--- config.mk ---
export PLATFORM = sky130hd
export DESIGN_NAME = raizing_pcm_arbiter
export DESIGN_NICKNAME = d
export VERILOG_FILES = /design/src/rtl/raizing_pcm_arbiter.sv
export SDC_FILE = /design/constraint.sdc
export NUM_CORES = 1
export LEC_CHECK = 0
export ABC_AREA = 1
export BUFFER_PORTS_ARGS = -buffer_cell sky130_fd_sc_hd__buf_4
export CELL_PAD_IN_SITES_DETAIL_PLACEMENT = 0
export CELL_PAD_IN_SITES_GLOBAL_PLACEMENT = 2
export CORE_ASPECT_RATIO = 0.75
export CORE_MARGIN = 2
export CORE_UTILIZATION = 36
export CTS_BUF_LIST = sky130_fd_sc_hd__clkbuf_4 sky130_fd_sc_hd__clkbuf_8
export CTS_CLUSTER_DIAMETER = 30
export DETAILED_ROUTE_END_ITERATION = 6
export GPL_TIMING_DRIVEN = 1
export HOLD_SLACK_MARGIN = 0.1
export PLACE_DENSITY_LB_ADDON = 0.1
export SETUP_SLACK_MARGIN = 0.2
export SYNTH_ARGS = -nofsm -noshare
export SYNTH_HDL_FRONTEND = slang
export SYNTH_SLANG_ARGS = --single-unit
--- constraint.sdc ---
create_clock -name CLK96 -period 3.25 [get_ports CLK96]
set_clock_uncertainty 0.05 [all_clocks]
set_input_delay 0.65 -clock CLK96 [delete_from_list [all_inputs] [get_ports CLK96]]
set_output_delay 0.65 -clock CLK96 [all_outputs]
set_load 0.01 [all_outputs]
--- src/rtl/raizing_pcm_arbiter.sv ---
// Banked PCM ROM front-end: per-voice bank map, one-entry cache, RR ROM arbiter.
// Optional NMK112 table-area paging is enabled by defining RAIZING_PCM_TABLE_EN.
module raizing_pcm_arbiter #(
  parameter int CH_N    = 2,
  parameter int REQ_AW  = 18,
  parameter int PAGE_AW = 16,
  parameter int BANK_W  = 8,
  parameter int OUT_AW  = 24
) (
  input  logic                     CLK96,
  input  logic                     RESET96_N,
  input  logic [CH_N*REQ_AW-1:0]   CH_ADDR,
  output logic [CH_N*8-1:0]        CH_DATA,
  output logic [CH_N-1:0]          CH_OK,
  input  logic                     BANK_WE,
  input  logic [1:0]               BANK_CH,
  input  logic [REQ_AW-PAGE_AW-1:0] BANK_PG,
  input  logic [BANK_W-1:0]        BANK_D,
  input  logic [CH_N-1:0]          TABLE_MODE,
  output logic                     ROM_CS,
  output logic [OUT_AW-1:0]        ROM_ADDR,
  input  logic [7:0]               ROM_DATA,
  input  logic                     ROM_OK
);

  localparam int PGW = REQ_AW - PAGE_AW;
  localparam int NPG = 1 << PGW;
  localparam int CW  = (CH_N > 1) ? $clog2(CH_N) : 1;

  typedef enum logic [1:0] {IDLE, SETTLE, FETCH} state_t;

  state_t state, state_nx;

  logic [BANK_W-1:0]  bank  [CH_N][NPG];
  logic [OUT_AW-1:0]  tag   [CH_N];
  logic [7:0]         data  [CH_N];
  logic [OUT_AW-1:0]  xaddr [CH_N];
  logic [PGW-1:0]     pg    [CH_N];
  logic [PAGE_AW-1:0] off   [CH_N];
  logic [CH_N-1:0]    valid;
  logic [CH_N-1:0]    hit;
  logic [CW-1:0]      gnt;
  logic [CW-1:0]      rr_ptr;
  logic [CW-1:0]      pick;
  logic               found;
  logic               fill;

`ifndef RAIZING_PCM_TABLE_EN
  logic unused_table;
  assign unused_table = ^TABLE_MODE;
`endif

  always_comb begin
    for (int c = 0; c < CH_N; c++) begin
      pg[c]  = CH_ADDR[c*REQ_AW+PAGE_AW +: PGW];
      off[c] = CH_ADDR[c*REQ_AW +: PAGE_AW];
`ifdef RAIZING_PCM_TABLE_EN
      // low 1 KB is the NMK112 sample table, paged in 256-byte slices
      if (TABLE_MODE[c] &&
          CH_ADDR[c*REQ_AW+10 +: REQ_AW-10] == '0) begin
        pg[c]  = PGW'(CH_ADDR[c*REQ_AW+8 +: 2]);
        off[c] = PAGE_AW'(CH_ADDR[c*REQ_AW +: 8]);
      end
`endif
      xaddr[c] = OUT_AW'({bank[c][pg[c]], off[c]});
      hit[c]   = valid[c] && (tag[c] == xaddr[c]);
    end
  end

  always_comb begin
    found = 1'b0;
    pick  = rr_ptr;
    for (int i = 0; i < CH_N; i++) begin
      if (!found && !hit[(int'(rr_ptr) + i) % CH_N]) begin
        found = 1'b1;
        pick  = CW'((int'(rr_ptr) + i) % CH_N);
      end
    end
  end

  always_comb begin
    state_nx = state;
    fill     = 1'b0;
    unique case (state)
      IDLE:   if (found) state_nx = SETTLE;
      SETTLE: state_nx = FETCH;
      FETCH: begin
        if (ROM_OK) begin
          fill     = 1'b1;
          state_nx = IDLE;
        end
      end
      default: state_nx = IDLE;
    endcase
  end

  assign ROM_CS = (state != IDLE);

  always_ff @(posedge CLK96) begin
    if (!RESET96_N) state <= IDLE;
    else            state <= state_nx;
  end

  always_ff @(posedge CLK96) begin
    if (!RESET96_N) begin
      ROM_ADDR <= '0;
      gnt      <= '0;
      rr_ptr   <= '0;
      valid    <= '0;
      CH_OK    <= '0;
      CH_DATA  <= '0;
      for (int c = 0; c < CH_N; c++) begin
        tag[c]  <= '0;
        data[c] <= '0;
        for (int p = 0; p < NPG; p++)
          bank[c][p] <= BANK_W'(p);
      end
    end else begin
      if (state == IDLE && found) begin
        ROM_ADDR <= xaddr[pick];
        gnt      <= pick;
      end
      if (fill) begin
        tag[gnt]   <= ROM_ADDR;
        data[gnt]  <= ROM_DATA;
        valid[gnt] <= 1'b1;
        rr_ptr     <= (int'(gnt) == CH_N-1) ? '0 : gnt + 1'b1;
      end
      if (BANK_WE && int'(BANK_CH) < CH_N)
        bank[BANK_CH[CW-1:0]][BANK_PG] <= BANK_D;
      CH_OK <= hit;
      for (int c = 0; c < CH_N; c++)
        CH_DATA[c*8 +: 8] <= data[c];
    end
  end

endmodule

==> impl_metrics.toml <==
[clock_tree]
htreeDepth = 4
path_clk_slew_ns = 0.11
ctsResizeCount = 0
postCtsHoldBufs = 0
clock_sinks = 176
cts_buffers = 17
clock_latency_ns = 0.46
cts_buffer_depth = 2
post_cts_buffers = 0
root_buffer = "clkbuf_8"
tritoncts = "done"

[detailed_routing]
met2WireLength_mm = 9.17
dr_wl_met3_mm = 1.32
wl_per_cell_um = 16.7
drt_iter0_markers = 585
drt_wl_total_mm = 24.3
top_layer = "met4"
avgViaCountPerCell = 4.57
vias = 6655
first_pass_iters = 5
wl_met1_mm = 13.7
ant_nets = 0
drc = 0

[place]
io_buffers = 102
gp_congestion = 0.817
hpwl_mm = 17.7
place_ws_ns = 0.348
dpl_cell_area_um2 = 9710

[floorplan]
initial_core_util = 0.363
dieHeight_um = 138
die-area_um2 = 25200
die_w_um = 183
pin_count = 105
coreArea_um2 = 23700
rows = 49

[setup_path]
worst-r2r-setup-slack_ns = 0.89
cp_num_buf_inv = 4
worstSetupPathType = "in2reg"
start_kind = "primary input"
critPathMaxFanout = 24
cp_common_cell = "nand2_1"
slowest_delay_ns = 0.23
crit_chain = "buf_4 -> inv_4 -> nand2_1 -> nand3_1 -> nand2_1 -> nand2_1 -> nand2_1 -> nor2_2 -> inv_2 -> nor2_4 -> nand3_4 -> nand2_4 -> nand2_4 -> nand3_1 -> nand3_2 -> nand2_1 -> inv_1"
cpMaxStageDelayCell = "nand3_1"
r2r_start = "tag[1][2]$_SDFFCE_PN0P_"
crit_family = "simple AND/OR/NAND/NOR gates"
rr_worst_depth = 15
cp-end-kind = "flip-flop"
cp.required_ns = 3.57
arrival_ns = 2.73
r2r-end = "ROM_ADDR[19]$_SDFFE_PN0P_"

[pwr]
p_int_mw = 3.58
p_clk_frac = 0.323
seq_power_share = 0.514
max-vdd-ir-drop_uv = 256
powerDensity_nw_per_um2 = 505
comb_power_share = 0.163
p_leak_nw = 4.78
p_switching_mw = 1.54
swShare = 0.301
power.total_mw = 5.12

[global_routing]
grt_pass1_wl_mm = 38.1
grt_max_degree = 35
grt_pass1_vias = 6391
antenna_found_initial = 0
grt.overflow.total = 0
grtUsageTotal = 0.201

[sta]
tns_ns = 0
maxSlewViolCount = 0
max_slew.worst_pin.slew_ns = 0.447
rsz0062_at_grt = "false"
fmax_mhz = 415
setup_viol = 0
fin_ws_ns = 0.840
min_period_over_period = 0.742
timing.slew.headroom = 0.702
period_minus_slack_ns = 2.41
finalHoldViolations = 0

[logic_synthesis]
synth_area_per_cell_um2 = 8.34
synth_cell_type_count = 34
ys_ff_latch = 176
syn_area_um2 = 8620
yosysWarnings = 0
synth_nets = 1096
ys_seq_area_frac = 0.557
syn_inst = 1034

[status]
status = "completed"

[cells_and_area]
diodes = 0
multiInputGateArea_um2 = 2930
post_route_cells_drive_above_1_share = 0.171
postLayoutCellArea_um2 = 10100
syn_to_final_growth_pct = 17.5
nNetsFinal = 1200
most-common-layout-cells = "nand2_1 (272), inv_1 (170), nor2_1 (163)"
register_area_um2 = 4800
fillers = 2409
final_common_cell = "nand2_1"

[min_path]
hold_path_startpoint = "data[0][1]$_SDFFCE_PN0P_"
hold_depth = 2
hold_end = "CH_DATA[1]$_SDFF_PN0_"
hold_class = "reg2reg"

[flow_run]
max-cap-violations = 0
==> metal layers <==
metal  vias to the layer above  GRT usage
met5                         -          0
met4                         0     0.0369
met3                        10     0.0382
met2                       155      0.261
met1                      3042      0.339
li1                       3448          -
==> registers in the layout, indices dropped and copies added, names as in the netlist <==
register  flops
CH_DATA      16
CH_OK         2
ROM_ADDR     24
bank         64
data         16
gnt           1
rr_ptr        1
state         2
tag          48
valid         2
==> power groups by stage <==
| stage | logic [mW] | registers (mW) | clock network, mW |
|---|---|---|---|
| detailed placement | 0.835 | 2.68 | 0 |
| global placement | 0.836 | 2.68 | 0 |
| global route | 0.938 | 2.65 | 1.78 |
| floorplan | 0.483 | 2.69 | 0 |
| finish | 0.837 | 2.63 | 1.66 |
| CTS | 0.838 | 2.63 | 1.71 |
==> final cells by class <==
class / instances / area share
repair buffers: 118 / 0.0886
clock buffers: 17 / 0.0231
flip-flops and latches: 176 / 0.474
inverters: 181 / 0.0678
multi-input cells: 644 / 0.289
well taps: 306 / 0.0378
clock inverters: 15 / 0.0194
==> metrics by stage <==
stage | utilization | hold WS, ns | std cells
2_1_floorplan | - | 0.356 | 1034
3_3_place_gp | 0.409 | 0.358 | 1425
3_5_place_dp | 0.409 | 0.365 | 1425
4_1_cts | 0.427 | 0.380 | 1457
5_1_grt | 0.427 | 0.408 | 1457
6_report | 0.427 | 0.388 | 1457
==> cells in the mapped netlist (all sizes together) <==
master	count	area [um2]
a21oi	26	130
a31oi	1	6.26
and2	1	6.26
and3	1	6.26
buf	21	154
clkbuf	12	45.0
dfxtp	48	961
edfxtp	128	3840
inv	181	687
nand2	277	1080
nand3	122	728
nand3b	6	45.0
nand4	5	31.3
nor2	168	653
nor3	3	15.0
nor3b	3	22.5
o21ai	13	65.1
o31ai	2	15.0
or2	5	31.3
xnor2	5	43.8
xor2	6	52.6
==> cells by family (layout without fill, tap and decap cells) <==
kind of cell    after synthesis  in the layout  synth area share
compound gates               42             42            0.0251
simple gates                591            591             0.304
flops                       176            176             0.557
xor+xnor                     11             11            0.0112
buf+inv                     214            331             0.103
==> worst max-delay path by stage <==
stage | from | end | depth (start not counted)
after global routing | tag[1][2]$_SDFFCE_PN0P_ | ROM_ADDR[19]$_SDFFE_PN0P_ | 15
final | CH_ADDR[16] | ROM_ADDR[19]$_SDFFE_PN0P_ | 17
after detailed placement | CH_ADDR[34] | ROM_ADDR[2]$_SDFFE_PN0P_ | 16
after floorplan | RESET96_N | data[1][0]$_SDFFCE_PN0P_ | 4
after global placement | CH_ADDR[16] | ROM_ADDR[22]$_SDFFE_PN0P_ | 16
after CTS | tag[1][2]$_SDFFCE_PN0P_ | ROM_ADDR[22]$_SDFFE_PN0P_ | 15
==> worst reg2reg max path, stage by stage (launching register included) <==
cell	delay, ns
edfxtp_1	0.47
inv_1	0.13
o21ai_0	0.08
nor2_1	0.08
nand2_1	0.05
nor2_1	0.15
nand2_1	0.07
nor2_1	0.08
nand3_1	0.14
nor2_4	0.22
nand2_4	0.10
nand2_8	0.14
buf_4	0.25
a21oi_1	0.09
nand2_1	0.11
inv_1	0.05
(Power assumes the default switching activity.)
